$ cat config.mk
export PLATFORM = sky130hd
export DESIGN_NAME = led_fifo_pixel_reader_flat
export DESIGN_NICKNAME = d
export VERILOG_FILES = /design/src/rtl/led_fifo_pixel_reader_if.sv /design/src/rtl/led_fifo_pixel_reader.sv /design/src/flat_wrapper.sv
export SDC_FILE = /design/constraint.sdc
export NUM_CORES = 1
export LEC_CHECK = 0
export CAP_MARGIN = 20
export CORE_AREA = 2 2 87 89
export CTS_BUF_LIST = sky130_fd_sc_hd__clkbuf_8 sky130_fd_sc_hd__clkbuf_16
export CTS_CLUSTER_SIZE = 24
export DETAILED_ROUTE_END_ITERATION = 16
export DIE_AREA = 0 0 89 91
export HOLD_SLACK_MARGIN = 0.12
export SYNTH_ARGS = -nofsm -noshare
export SYNTH_HDL_FRONTEND = slang
export SYNTH_SLANG_ARGS = --single-unit
$ cat constraint.sdc
create_clock -name clkr -period 3.68 [get_ports clkr]
set_clock_uncertainty 0.15 [all_clocks]
set_input_delay 0.92 -clock clkr [delete_from_list [all_inputs] [get_ports clkr]]
set_output_delay 0.92 -clock clkr [all_outputs]
set_load 0.02 [all_outputs]
$ cat src/rtl/led_fifo_pixel_reader_if.sv
// Bundle for the FIFO read port and the downstream pixel stream.
// The master modport is the reader side; slave is the FIFO/consumer side.
interface led_fifo_pixel_reader_if #(
    parameter int unsigned DATA_W = 12
);
    logic              fifo_re;
    logic [DATA_W-1:0] fifo_do;
    logic              fifo_empty;
    logic [DATA_W-1:0] pix_data;
    logic              pix_valid;
    logic              pix_ready;
    logic              pix_sof;
    logic              pix_sol;
    logic              pix_eol;
    logic              pix_eof;

    modport master (
        output fifo_re,
        input  fifo_do,
        input  fifo_empty,
        output pix_data,
        output pix_valid,
        input  pix_ready,
        output pix_sof,
        output pix_sol,
        output pix_eol,
        output pix_eof
    );

    modport slave (
        input  fifo_re,
        output fifo_do,
        output fifo_empty,
        input  pix_data,
        input  pix_valid,
        output pix_ready,
        input  pix_sof,
        input  pix_sol,
        input  pix_eol,
        input  pix_eof
    );
endinterface

$ cat src/rtl/led_fifo_pixel_reader.sv
// Read-side LED pixel FIFO consumer: credit-based pops into a 2-entry skid buffer, pixel stream
// with frame/line markers. Define LED_PIX_UNDERRUN_CNT_EN to add the mid-line underrun counter.
module led_fifo_pixel_reader #(
    parameter int unsigned DATA_W      = 12,
    parameter int unsigned LINE_PIX    = 64,
    parameter int unsigned FRAME_LINES = 32
) (
    input  logic                   clkr,
    input  logic                   rst_n,
    input  logic                   flush,
    led_fifo_pixel_reader_if.master bus
`ifdef LED_PIX_UNDERRUN_CNT_EN
    ,
    output logic [15:0]            underrun_cnt
`endif
);

    localparam int unsigned ColW = (LINE_PIX > 1) ? $clog2(LINE_PIX) : 1;
    localparam int unsigned RowW = (FRAME_LINES > 1) ? $clog2(FRAME_LINES) : 1;

    if (LINE_PIX < 2) begin : g_bad_line
        $error("LINE_PIX must be 2 or more");
    end
    if (FRAME_LINES < 1) begin : g_bad_frame
        $error("FRAME_LINES must be 1 or more");
    end

    logic [DATA_W-1:0] buf_q [2];
    logic              head_q;
    logic [1:0]        count_q, count_d;
    logic              inflight_q;
    logic [ColW-1:0]   col_q, col_d;
    logic [RowW-1:0]   row_q, row_d;

    logic              pop;
    logic              push;
    logic              tail;
    logic              col_last;
    logic              row_last;
    logic [2:0]        credit;

    // Datapath control and read issue
    always_comb begin
        pop      = (count_q != 2'd0) && bus.pix_ready;
        push     = inflight_q && !flush;
        // With a 1-bit head pointer the tail is head offset by occupancy mod 2; at occupancy 2
        // it aliases the head, which is only written when the head is popped the same cycle.
        tail     = head_q ^ count_q[0];
        credit   = {1'b0, count_q} + {2'b00, inflight_q} - {2'b00, pop};
        count_d  = count_q + {1'b0, push} - {1'b0, pop};

        bus.fifo_re = rst_n && !bus.fifo_empty && !flush && (credit < 3'd2);
    end

    // Position counters advance on handshake only
    always_comb begin
        col_last = (col_q == ColW'(LINE_PIX - 1));
        row_last = (row_q == RowW'(FRAME_LINES - 1));
        col_d    = col_q;
        row_d    = row_q;
        if (pop) begin
            if (col_last) begin
                col_d = '0;
                row_d = row_last ? '0 : row_q + RowW'(1);
            end else begin
                col_d = col_q + ColW'(1);
            end
        end
    end

    always_comb begin
        bus.pix_valid = (count_q != 2'd0);
        bus.pix_data  = bus.pix_valid ? buf_q[head_q] : '0;
        bus.pix_sol   = bus.pix_valid && (col_q == '0);
        bus.pix_sof   = bus.pix_valid && (col_q == '0) && (row_q == '0);
        bus.pix_eol   = bus.pix_valid && col_last;
        bus.pix_eof   = bus.pix_valid && col_last && row_last;
    end

    always_ff @(posedge clkr or negedge rst_n) begin
        if (!rst_n) begin
            buf_q[0]   <= '0;
            buf_q[1]   <= '0;
            head_q     <= 1'b0;
            count_q    <= 2'd0;
            inflight_q <= 1'b0;
            col_q      <= '0;
            row_q      <= '0;
        end else if (flush) begin
            // Returning read data is dropped along with the buffered pixels
            head_q     <= 1'b0;
            count_q    <= 2'd0;
            inflight_q <= 1'b0;
            col_q      <= '0;
            row_q      <= '0;
        end else begin
            if (push) begin
                buf_q[tail] <= bus.fifo_do;
            end
            if (pop) begin
                head_q <= ~head_q;
            end
            count_q    <= count_d;
            inflight_q <= bus.fifo_re;
            col_q      <= col_d;
            row_q      <= row_d;
        end
    end

`ifdef LED_PIX_UNDERRUN_CNT_EN
    logic [15:0] underrun_q;

    // Starvation only counts mid-line; idling between lines is expected
    always_ff @(posedge clkr or negedge rst_n) begin
        if (!rst_n) begin
            underrun_q <= 16'd0;
        end else if (flush) begin
            underrun_q <= 16'd0;
        end else if (bus.pix_ready && !bus.pix_valid && (col_q != '0) &&
                     (underrun_q != 16'hFFFF)) begin
            underrun_q <= underrun_q + 16'd1;
        end
    end

    assign underrun_cnt = underrun_q;
`endif

    a_no_overflow: assert property (@(posedge clkr) disable iff (!rst_n)
        !(push && !pop && (count_q == 2'd2)));
    a_count_range: assert property (@(posedge clkr) disable iff (!rst_n)
        count_q != 2'd3);

endmodule

$ cat src/flat_wrapper.sv
// flat-port wrapper written by rule: the top's interface ports become plain ports
module led_fifo_pixel_reader_flat 
#(
    parameter int unsigned DATA_W      = 12,
    parameter int unsigned LINE_PIX    = 64,
    parameter int unsigned FRAME_LINES = 32
)
  (clkr, rst_n, flush, bus_fifo_re, bus_fifo_do, bus_fifo_empty, bus_pix_data, bus_pix_valid, bus_pix_ready, bus_pix_sof, bus_pix_sol, bus_pix_eol, bus_pix_eof);
  led_fifo_pixel_reader_if #(.DATA_W(DATA_W)) bus_i ();
  input  logic clkr;
  input  logic rst_n;
  input  logic flush;
  output wire logic [$bits(bus_i.fifo_re)-1:0] bus_fifo_re;
  input wire logic [$bits(bus_i.fifo_do)-1:0] bus_fifo_do;
  input wire logic [$bits(bus_i.fifo_empty)-1:0] bus_fifo_empty;
  output wire logic [$bits(bus_i.pix_data)-1:0] bus_pix_data;
  output wire logic [$bits(bus_i.pix_valid)-1:0] bus_pix_valid;
  input wire logic [$bits(bus_i.pix_ready)-1:0] bus_pix_ready;
  output wire logic [$bits(bus_i.pix_sof)-1:0] bus_pix_sof;
  output wire logic [$bits(bus_i.pix_sol)-1:0] bus_pix_sol;
  output wire logic [$bits(bus_i.pix_eol)-1:0] bus_pix_eol;
  output wire logic [$bits(bus_i.pix_eof)-1:0] bus_pix_eof;
  assign bus_fifo_re = bus_i.fifo_re;
  assign bus_i.fifo_do = bus_fifo_do;
  assign bus_i.fifo_empty = bus_fifo_empty;
  assign bus_pix_data = bus_i.pix_data;
  assign bus_pix_valid = bus_i.pix_valid;
  assign bus_i.pix_ready = bus_pix_ready;
  assign bus_pix_sof = bus_i.pix_sof;
  assign bus_pix_sol = bus_i.pix_sol;
  assign bus_pix_eol = bus_i.pix_eol;
  assign bus_pix_eof = bus_i.pix_eof;
  led_fifo_pixel_reader #(.DATA_W(DATA_W), .LINE_PIX(LINE_PIX), .FRAME_LINES(FRAME_LINES)) u_core (.clkr(clkr), .rst_n(rst_n), .flush(flush), .bus(bus_i));
endmodule
=== Word-level counts from Yosys, hierarchy flattened ===
Cells that the tools add are included.

* Logic and storage cells: 61
* Bits in registers: 39

* Magnitude comparators: 4
* Bitwise logic cells: 5
* Eq/ne operators: 2
* Muxes and demuxes: 18
* $add $sub $neg: 6
* Reduce and logical (&&, ||, !) cells: 19

{| class="wikitable"
|+ Operator list
! operator !! number
|-
| 2-to-1 mux 12 bit || 5
|-
| bitwise mux 24 bit || 1
|-
| 2-to-1 mux 5 bit || 4
|-
| 2-to-1 mux 6 bit || 3
|-
| demux 12 bit (select 1 bit) || 1
|-
| logical AND 1 bit || 10
|-
| adder 6 x 1 -> 6 bit, second input constant || 1
|-
| equality test 6 bit, second input constant || 1
|-
| zero test 6 bit || 1
|-
| nonzero test 2 bit || 3
|-
| adder 5 x 1 -> 5 bit, second input constant || 1
|-
| equality test 5 bit, second input constant || 1
|-
| zero test 5 bit || 1
|-
| >= comparator 2 bit, second input constant || 2
|-
| inverter 1 -> 2 bit || 2
|-
| AND reduction 2 bit || 2
|-
| adder 2 x 1 -> 3 bit || 1
|-
| < comparator 3 x 2 -> 1 bit, second input constant || 1
|-
| 2-to-1 mux 1 bit || 3
|-
| subtractor 3 x 1 -> 3 bit || 1
|-
| adder 2 x 1 -> 2 bit || 1
|-
| zero test 1 bit || 2
|-
| < comparator 2 x 1 -> 1 bit, second input constant || 1
|-
| 2-to-1 mux 2 bit || 1
|-
| 3 further kinds || 4
|}

=== Logic depth before layout (Yosys ltp) ===
* Depth in word-level cells: 7
* Gate-level depth with buffers: 8

=== Worst setup path before layout ===
Ideal clock, no wire load.

* Path type: input port to output port
* Start point: input bus_pix_ready
* End point: output bus_fifo_re
* Stages: 8
* Arrival: 2.777 ns
* Buffers on the path: 0
* Slack: -0.167 ns
* Cell sequence: o21ai_2 > inv_1 > ha_1 > inv_1 > nand2_1 > fa_1 > nand2_1 > nor4_1

* Cells in the longest elaborated chain, start to end: 4

{| class="wikitable"
|+ Ends and longest elaborated chain
! element !! RTL line !! source
|-
| from (decl) || flat_wrapper.sv:18 || <nowiki>input wire logic [$bits(bus_i.pix_ready)-1:0] bus_pix_ready;</nowiki>
|-
| logical AND 1 bit || led_fifo_pixel_reader.sv:44 || <nowiki>pop = (count_q != 2'd0) && bus.pix_ready;</nowiki>
|-
| subtractor 3 x 1 -> 3 bit || led_fifo_pixel_reader.sv:49 || <nowiki>credit = {1'b0, count_q} + {2'b00, inflight_q} - {2'b00, pop};</nowiki>
|-
| < comparator 3 x 2 -> 1 bit || led_fifo_pixel_reader.sv:52 || <nowiki>bus.fifo_re = rst_n && !bus.fifo_empty && !flush && (credit < 3'd2);</nowiki>
|-
| logical AND 1 bit || led_fifo_pixel_reader.sv:52 ||
|-
| to (decl) || flat_wrapper.sv:13 || <nowiki>output wire logic [$bits(bus_i.fifo_re)-1:0] bus_fifo_re;</nowiki>
|}

No other way between the ends.

=== Worst setup path in the final report ===
Ends and elaborated chain as after synthesis.

==> out/metrics.yaml <==
die:
  die_w_um: 89
  initial_utilization_pct: 29.0
  io_pins: 35
  die_h_um: 91
  fp-row-count: 31
  design.die.area_mm2: 0.00810
  design.core.area_mm2: 0.00714
power_and_ir_drop:
  power_leakage_nw: 1.14
  worst_ir_drop_on_vdd_mv: 0.305
  cellPowerDensity_mw_per_mm2: 682
  report.power.total_mw: 1.85
synth:
  yosys_register_bits: 39
  synth.cell_area_mm2: 0.00207
  synth_area_leader_cell: "dfrtp_1"
  ys_types: 40
  synth_warnings: 0
  avg_cell_area_syn_um2: 11.2
  post_synth_main_area_contributors: "dfrtp_1, mux2_2, mux2i_1"
  synthesis.instances: 185
  fraction_of_post_synthesis_cell_area_in_the_top_cell_type_by_area_pct: 47.2
  mappedNetlistNets: 211
  seq_area_frac_synth_pct: 47.2
global_route:
  track_usage_pct: 11.9
  grt_max_degree: 40
  grt_antenna_before_repair: 0
  grt_pass1_vias: 1578
  grt_pass1_wl_um: 7620
  global_route.overflow_total: 0
cts:
  cts.reportedPaths.clkPinSlew_ns: 0.08
  cts.sinks: 39
  worst_skew_pair.late_latency_ns: 0.29
  clock_tree.htree_level_count: 2
  cts.path.max_buffers: 2
  clockRootBuffer: "clkbuf_8"
  hold_buffers: 0
  cts_tree: "yes"
  tritoncts.num_buffers: 5
timing:
  hold_viol_final: 0
  worst_pin_slew_ns: 0.724
  final-setup-viol-count: 0
  setup_slack_ns: 0.151
  max_clock_freq_mhz: 283
  rsz0062_at_grt: "false"
  final.period_utilization_pct: 95.9
  drv_slew: 0
  finalCriticalPeriod_ns: 3.53
  final.setup.tns_ns: 0
  hold-worst-slack_ns: 0.363
  max-slew-margin-rel_pct: 51.7
place:
  placement.setup.worst_slack_ns: -0.727
  port_buffers: 34
  dpl-instance-area_mm2: 0.00257
  sum_of_net_half_perimeters_after_detailed_placement_um: 2970
  placed_cells_incl_taps: 321
  gp_congestion: 0.770
cells_and_area:
  finalNetCount: 259
  post_route_cells_drive_above_1_share_pct: 26.6
  finalInstanceArea_mm2: 0.00271
  n_fill_cell: 739
  area_growth_syn_to_layout_pct: 31.2
  n_antenna_cell: 0
  final_cells: 332
  final_core_utilization_pct: 38.0
drt:
  route.vias.total: 1533
  drt-initial-drc-count: 59
  drt_first_pass_iters: 4
  routed_wirelength_um: 4480
  wl_per_cell_um: 13.5
  drtAntennaViolNets: 0
  drt-vias-per-instance: 4.62
  residual_drc_count: 0
run:
  cap_viol_max_count: 0
worst_setup_path:
  end_kind: "output port"
  timing.critical_path.fanout_max: 2
  crit_path_arrival_time_ns: 2.46
  worst_ep_required_time_ns: 2.61
  critPathLaunchType: "input pin"
  worst-setup-path-type: "in -> out"
min_path:
  timing.hold.worst.class: "reg -> reg"
outcome:
  status: "complete, no violations"
flip-flops by register name, indices dropped and copies added, names as in the netlist:
signal             cells
u_core.buf_q          24
u_core.col_q           6
u_core.count_q         2
u_core.head_q          1
u_core.inflight_q      1
u_core.row_q           5
timing repair:
action	in CTS	in global routing
resized for setup	13	1
pin swaps	4	2
setup endpoints to repair	1	1
setup buffers	4	0
endpoints found under the hold margin	0	0
cell usage in the layout, fill, tap and decap left out, drive strengths merged:
cell type      instances
dfrtp                 39
clkdlybuf4s50         31
mux2                  24
nor2                  19
buf                   19
mux2i                 12
inv                   11
a21oi                  8
ha                     8
nand2                  8
o211ai                 6
clkbuf                 5
o21ai                  5
or4                    4
xor2                   3
a31oi                  3
nor4                   3
nor2b                  2
and3                   2
xnor2                  2
o31ai                  2
nand3                  2
nor3b                  2
nand4                  2
or3                    2
and4b                  1
and4                   1
nand4b                 1
nand2b                 1
or4b                   1
and2                   1
fa                     1
bufinv                 1
clkinvlp               1
routing by layer:
layer | part of all wire (%) | up-vias | global-route usage [%]
li1 | - | 747 | -
met1 | 50 | 748 | 16.7
met2 | 44 | 33 | 17.8
met3 | 4.8 | 5 | 3.45
met4 | 0.76 | 0 | 2.99
met5 | 0 | - | 0
critical path, cell delays in order:
cell and delay, ns:
buf_2 0.11, o21ai_2 0.07, inv_2 0.07, ha_4 0.21
inv_2 0.05, nand2_2 0.05, fa_1 0.52, nand2_2 0.07
nor4_2 0.19, buf_2 0.20
cell usage after synthesis:
cell type / number
a21oi_1: 8
a31oi_1: 3
and2_1: 1
and3_1: 2
and4_2: 1
and4b_1: 1
buf_1: 1
buf_2: 3
buf_4: 2
buf_6: 1
clkbuf_1: 1
clkbuf_2: 1
dfrtp_1: 39
fa_1: 1
ha_1: 8
inv_1: 11
mux2_2: 24
mux2i_1: 12
nand2_1: 8
nand2b_1: 1
nand3_1: 2
nand4_1: 1
nand4_2: 1
nand4b_1: 1
nor2_1: 19
nor2b_1: 2
nor3b_1: 1
nor3b_2: 1
nor4_1: 3
o211ai_1: 5
o211ai_2: 1
o21ai_0: 4
o21ai_2: 1
o31ai_1: 2
or3_1: 1
or3_2: 1
or4_1: 4
or4b_1: 1
xnor2_1: 2
xor2_1: 3
worst paths after layout:
kind	startpoint	end	cells past startpoint	slack, ns
max in group asynchronous	rst_n	u_core.col_q[0]	2	2.42
min	u_core.buf_q[12]	u_core.buf_q[12]	1	0.36
max reg2reg	u_core.head_q	u_core.buf_q[8]	5	1.44
min reg2reg	u_core.buf_q[12]	u_core.buf_q[12]	1	0.36
max	bus_pix_ready	bus_fifo_re	10	0.15
min in group asynchronous	rst_n	u_core.buf_q[19]	2	0.60
report_power, final:
group / total (mW) / internal (mW) / switching, mW
Clock: 0.356 / 0.198 / 0.158
Sequential: 0.669 / 0.568 / 0.101
Combinational: 0.823 / 0.442 / 0.381
Total: 1.85 / 1.21 / 0.641
kinds of logic after synthesis:
kind of cell,after synthesis,share of synthesized area [%]
AND/OR/NAND/NOR,52,14.0
flip-flops,39,47.2
multiplexers,36,18.9
AO/OA/AOI/OAI,24,7.39
buffers and inverters,20,4.60
adder cells (fa/ha/maj),9,5.81
XOR/XNOR,5,2.12
area by class of cell:
cell class              instances  area [um^2]  share of cell area, %
multi-input cells             126         1020                   37.6
inverters                      11         41.3                   1.52
repair buffers                 50          445                   16.4
clock inverters                 2         37.5                   1.38
flip-flops and latches         39          976                   36.0
clock buffers                   5         68.8                   2.54
well taps                      99          124                   4.57
(Power assumes the default switching activity.)
